<file path="src/rtl/instr_fetch_seq.sv">
// Instruction BRAM port arbiter and fetch sequencer: host loads while idle, then runs fetch/issue to STOP.
// Optional macro INSTR_PREFETCH_EN: on an ISSUE handshake, read pc+1 directly and skip the FETCH state.
module instr_fetch_seq #(
    parameter int unsigned DATA_WIDTH  = 128,
    parameter int unsigned DEPTH       = 256,
    parameter int unsigned INSTR_WIDTH = 12,
    parameter logic [INSTR_WIDTH-1:0] START_WORD = 12'h000,
    parameter logic [INSTR_WIDTH-1:0] STOP_WORD  = 12'h008
) (
    input  logic                     clk,
    input  logic                     rst_n,
    input  logic                     start,
    output logic                     busy,
    output logic                     done,
    output logic                     err,
    input  logic                     host_we,
    input  logic [$clog2(DEPTH)-1:0] host_addr,
    input  logic [DATA_WIDTH-1:0]    host_wdata,
    output logic                     host_ready,
    output logic [$clog2(DEPTH)-1:0] bram_addr,
    output logic                     bram_we,
    output logic                     bram_re,
    output logic [DATA_WIDTH-1:0]    bram_wdata,
    input  logic [DATA_WIDTH-1:0]    bram_rdata,
    output logic                     instr_valid,
    input  logic                     instr_ready,
    output logic [INSTR_WIDTH-1:0]   instr_data,
    output logic [$clog2(DEPTH)-1:0] instr_pc
);

    localparam int unsigned AW = $clog2(DEPTH);
    localparam logic [AW-1:0] LAST_PC = AW'(DEPTH - 1);

    typedef enum logic [2:0] {
        S_IDLE,
        S_FETCH,
        S_WAIT,
        S_ISSUE,
        S_HALT
    } state_e;

    state_e                 state_q, state_d;
    logic [AW-1:0]          pc_q, pc_d;
    logic [AW-1:0]          instr_pc_q, instr_pc_d;
    logic [INSTR_WIDTH-1:0] instr_data_q, instr_data_d;
    logic                   instr_valid_q, instr_valid_d;
    logic                   done_q, done_d;
    logic                   err_q, err_d;
    logic                   busy_q, busy_d;
    logic                   host_ready_q, host_ready_d;
    logic [INSTR_WIDTH-1:0] word;
    logic                   handshake;
    logic                   rdata_unused;

    // Only the low instruction field of the BRAM word is meaningful here.
    assign rdata_unused = ^bram_rdata[DATA_WIDTH-1:INSTR_WIDTH];
    assign word         = bram_rdata[INSTR_WIDTH-1:0];
    assign handshake    = instr_valid_q & instr_ready;

    always_ff @(posedge clk or negedge rst_n) begin
        if (!rst_n) begin
            state_q       <= S_IDLE;
            pc_q          <= '0;
            instr_pc_q    <= '0;
            instr_data_q  <= '0;
            instr_valid_q <= 1'b0;
            done_q        <= 1'b0;
            err_q         <= 1'b0;
            busy_q        <= 1'b0;
            host_ready_q  <= 1'b1;
        end else begin
            state_q       <= state_d;
            pc_q          <= pc_d;
            instr_pc_q    <= instr_pc_d;
            instr_data_q  <= instr_data_d;
            instr_valid_q <= instr_valid_d;
            done_q        <= done_d;
            err_q         <= err_d;
            busy_q        <= busy_d;
            host_ready_q  <= host_ready_d;
        end
    end

    // Next-state logic plus the combinational BRAM port mux.
    always_comb begin
        state_d       = state_q;
        pc_d          = pc_q;
        instr_pc_d    = instr_pc_q;
        instr_data_d  = instr_data_q;
        instr_valid_d = instr_valid_q;
        err_d         = err_q;
        done_d        = 1'b0;
        bram_we       = 1'b0;
        bram_re       = 1'b0;
        bram_addr     = pc_q;
        bram_wdata    = '0;

        case (state_q)
            S_IDLE, S_HALT: begin
                bram_we    = host_we;
                bram_addr  = host_addr;
                bram_wdata = host_wdata;
                if (start) begin
                    state_d = S_FETCH;
                    pc_d    = '0;
                    err_d   = 1'b0;
                end
            end
            S_FETCH: begin
                bram_re = 1'b1;
                state_d = S_WAIT;
            end
            S_WAIT: begin
                if (word == STOP_WORD) begin
                    state_d = S_HALT;
                    done_d  = 1'b1;
                end else if (word == START_WORD) begin
                    if (pc_q == LAST_PC) begin
                        state_d = S_HALT;
                        err_d   = 1'b1;
                        done_d  = 1'b1;
                    end else begin
                        pc_d    = pc_q + AW'(1);
                        state_d = S_FETCH;
                    end
                end else begin
                    instr_data_d  = word;
                    instr_pc_d    = pc_q;
                    instr_valid_d = 1'b1;
                    state_d       = S_ISSUE;
                end
            end
            S_ISSUE: begin
                if (handshake) begin
                    instr_valid_d = 1'b0;
                    if (pc_q == LAST_PC) begin
                        state_d = S_HALT;
                        err_d   = 1'b1;
                        done_d  = 1'b1;
                    end else begin
                        pc_d = pc_q + AW'(1);
`ifdef INSTR_PREFETCH_EN
                        bram_re   = 1'b1;
                        bram_addr = pc_d;
                        state_d   = S_WAIT;
`else
                        state_d   = S_FETCH;
`endif
                    end
                end
            end
            default: state_d = S_IDLE;
        endcase

        busy_d       = (state_d == S_FETCH) || (state_d == S_WAIT) || (state_d == S_ISSUE);
        host_ready_d = !busy_d;
    end

    assign busy        = busy_q;
    assign done        = done_q;
    assign err         = err_q;
    assign host_ready  = host_ready_q;
    assign instr_valid = instr_valid_q;
    assign instr_data  = instr_data_q;
    assign instr_pc    = instr_pc_q;

endmodule

</file>
<file path="config.mk">
export PLATFORM = sky130hd
export DESIGN_NAME = instr_fetch_seq
export DESIGN_NICKNAME = d
export VERILOG_FILES = /design/src/rtl/instr_fetch_seq.sv
export SDC_FILE = /design/constraint.sdc
export NUM_CORES = 1
export LEC_CHECK = 0
export BUFFER_PORTS_ARGS = -buffer_cell sky130_fd_sc_hd__buf_2
export CAP_MARGIN = 20
export CELL_PAD_IN_SITES_DETAIL_PLACEMENT = 1
export CELL_PAD_IN_SITES_GLOBAL_PLACEMENT = 2
export CORE_AREA = 2 2 168 170
export DETAILED_ROUTE_END_ITERATION = 6
export DIE_AREA = 0 0 170 172
export PLACE_DENSITY = 0.79
export SLEW_MARGIN = 20
export SYNTH_ARGS = -nofsm -noshare
export SYNTH_HDL_FRONTEND = slang
export SYNTH_SLANG_ARGS = --single-unit
</file>
<file path="constraint.sdc">
create_clock -name clk -period 3.1 [get_ports clk]
set_input_delay 0.93 -clock clk [delete_from_list [all_inputs] [get_ports clk]]
set_output_delay 0.93 -clock clk [all_outputs]
set_load 0.02 [all_outputs]
</file>
==> results.md <==
* Avg Inst Size Synth at 9.053 um^2
* Routed WL per cell at 13.63 um
* Largest net degree at the start of global routing at 110
* Worst-Margin Slew at 0.8583 ns
* RSZ-0062 raised after global routing: no
* Max Clk Rate at 352.7 MHz
* Post-CTS Resized at 0
* VDD IR max at 287.8 uV
* TNS Setup at 0 ns
* Design area at 0.004767 mm^2
* Grt met1 use at 9.233%
* CP Data Arrival Time at 1.91 ns
* Sequential area share after synthesis at 34.48%
* Kind of critical path: reg2out
* First-pass GRT wire length at 17,420 um
* Rows at 61
* Layout area overhead at 82.21%
* Clock root cell: clkbuf_16
* Die Span X at 170 um
* Gate Count Post-Synth at 289
* Delay-heaviest family, CP: flip-flops
* Worst Setup End Kind: primary output
* Num CTS Buffers at 5
* Antenna violations before repair at 2
* DIE AREA at 0.02924 mm^2
* Core area at 0.02748 mm^2
* Mapped Area at 0.002616 mm^2
* Layout filler cell count at 3,379
* Vias in the first global route at 2,991
* Vias per cell at 3.479
* GRT busiest layer: met2
* Final period util at 91.46%
* CP max stage cell: dfrtp_1
* WP buf/inv at 2
* Routed Antenna Nets at 0
* Via count at 3,284
* Final Max Slew Viols at 0
* Final min period at 2.835 ns
* Slew HR at 42.78%
* Final WL at 12,860 um
* Drc violations at 0
* Power density cells at 449.4 mW/mm^2
* Post-CTS setup buffer count at 0
* Drt initial violations at 85
* Ys Warns at 0
* Initial Utilization at 9.522%
* Register area at 902.1 um^2
* Max cap viols at 0
* Worst endpoint required time at 2.17 ns
* Status: completed
* CTS tree: yes
* Clk_lat worst skew at 0.29 ns
* Max Clock Skew at 0.009460 ns
* Finish-stage setup viols at 0
* CTS clock-pin slew for the worst setup and hold paths at 0.06 ns
* Final hold violation count at 0
* Yosys reg bits at 36
* Met3 usage at 1.671%
* Met2 Usage GRT at 14.23%
* IO Pins at 432
* Cell Chain, Critical Path: nor2_4 > buf_4 > mux2_2 > buf_2
* Hold_buf cts at 0
* Clock Tree Buf Depth at 2
* H-Tree Level Count at 2
* Syn_nets at 559
* Sink Count at 36
* Share of layout cells above drive strength 1 at 61.64%
* Netlist cell types at 37
* Overall Global Routing Usage at 7.754%
* Worst hold path class: reg2reg
* Multi-input combinational cell area at 0.001624 mm^2
* Port Buf Inserts at 315
* Fin nets at 866
* HPWL Detailed at 10,870 um
* Die Ht at 172 um
* Startpoint Class: flip-flop
* LEAKAGE at 2.712 nW
* Placed cell area at 0.004597 mm^2
* CP Max Fanout at 34
* GRT overflow at 0
* Placer congestion estimate at 0.7022
* First drt pass iteration count at 4
* Critical Path Max Stage Delay at 0.54 ns
## sequential cells by signal, indices dropped and copies added (netlist names)
register / count
instr_data: 12
instr_pc: 8
pc_q: 8
state_q: 3
busy: 1
done: 1
err: 1
host_ready: 1
instr_valid: 1
## placed cells by master, fill, tap and decap left out, types with 2 or more instances in the layout
cell	count
nor2_1	5
mux2_2	26
inv_1	3
nand2_1	15
nor2_4	2
nand3_1	4
nor4_4	2
a21oi_1	5
buf_2	315
nor3_1	3
and3_1	2
nand4_1	3
clkbuf_16	5
dfrtp_1	35
or3_1	2
o21ai_0	8
buf_4	4
and2_1	131
mux2i_1	4
## cell families (layout without fill, tap and decap cells)
family	Yosys count	after routing	share of synthesized area, %
flops	36	36	34.48
simple gates	180	180	42.85
compound gates	19	19	5.644
mux	30	30	12.72
other cells	0	1	0
fa+ha+maj	1	1	0.4782
buf+inv	23	331	3.826
## routing by layer
metal / routed length (um) / up-vias / part of all wire [%]
met5: 0 / - / 0
met3: 1121 / 14 / 8.7
li1: - / 1558 / -
met4: 138 / 0 / 1.1
met1: 5042 / 1538 / 39
met2: 6561 / 174 / 51
## synthesized netlist by cell type, drive strengths merged
cell    instances  share of area [%]
nor2            8                1.4
nand3           4               0.77
clkbuf         14                2.0
o21ai           8                1.5
or3             3               0.77
buf             6                1.4
or4             1               0.29
nor4            2                1.6
a21o            1               0.33
nor3b           2               0.77
nand4b          1               0.33
mux2           26                 11
a31oi           1               0.81
dfrtp          35                 33
nor3            3               0.57
a21oi           6                1.3
nand4           3               0.72
dfstp           1                1.0
ha              1               0.48
a311o           1               0.38
and2          131                 31
mux2i           4                1.5
nand2b          1               0.24
inv             3               0.43
or2             1               0.24
o31ai           1               0.29
and3            2               0.48
nand3b          1               0.29
and4            1               0.43
o311ai          1                1.0
nand2          16                2.6
## per-stage QoR
| step | setup slack [ns] | utilization [%] | power, mW | std cells | hold WS (ns) |
|---|---|---|---|---|---|
| finish | 0.2647 | 17.35 | 2.142 | 944 | 0.4999 |
| global route | 0.1650 | 17.34 | 2.279 | 943 | 0.5078 |
| CTS | 0.2028 | 17.34 | 2.187 | 943 | 0.5038 |
| detailed placement | 0.3468 | 16.73 | 1.592 | 935 | 0.4907 |
| global placement | 0.3773 | 16.73 | 1.557 | 935 | 0.4859 |
| floorplan | 0.6336 | - | 1.211 | 289 | 0.4832 |
## area by class of cell
cell class / count / area share (%)
Timing Repair Buffer: 320 / 34.12
Clock inverter: 3 / 0.8924
Inverter: 3 / 0.2362
Antenna cell: 1 / 0.05249
Multi-Input combinational cell: 230 / 34.07
Tap cell: 346 / 9.081
Clock buffer: 5 / 2.625
Sequential cell: 36 / 18.92
## worst reg2reg max path: cells and delay by family, from the launching register on
kind,cells,cell delay (ns)
buffers and inverters,1,0.21
flip-flops,1,0.42
AND/OR/NAND/NOR,2,0.71
AO/OA/AOI/OAI,3,0.52
adder cells (fa/ha/maj),1,0.22
## where the power goes
| part | switching [mW] | internal (mW) | leakage, nW | total, mW |
|---|---|---|---|---|
| clock | 0.208 | 0.378 | 0.0798 | 0.586 |
| combinational | 0.464 | 0.370 | 2.18 | 0.833 |
| sequential | 0.113 | 0.610 | 0.448 | 0.723 |
## path summary, 6_finish.rpt
path,from,endpoint,slack (ns),cells past startpoint
worst min-delay path,instr_data[0],instr_data[0],0.50,1
max in group asynchronous,rst_n,instr_pc[3],1.81,1
worst max register to register,pc_q[0],pc_q[5],0.93,7
worst min register to register,instr_data[0],instr_data[0],0.50,1
min in group asynchronous,rst_n,instr_data[5],0.76,1
worst max-delay path,state_q[0],bram_addr[3],0.26,4
(Power assumes the default switching activity.)
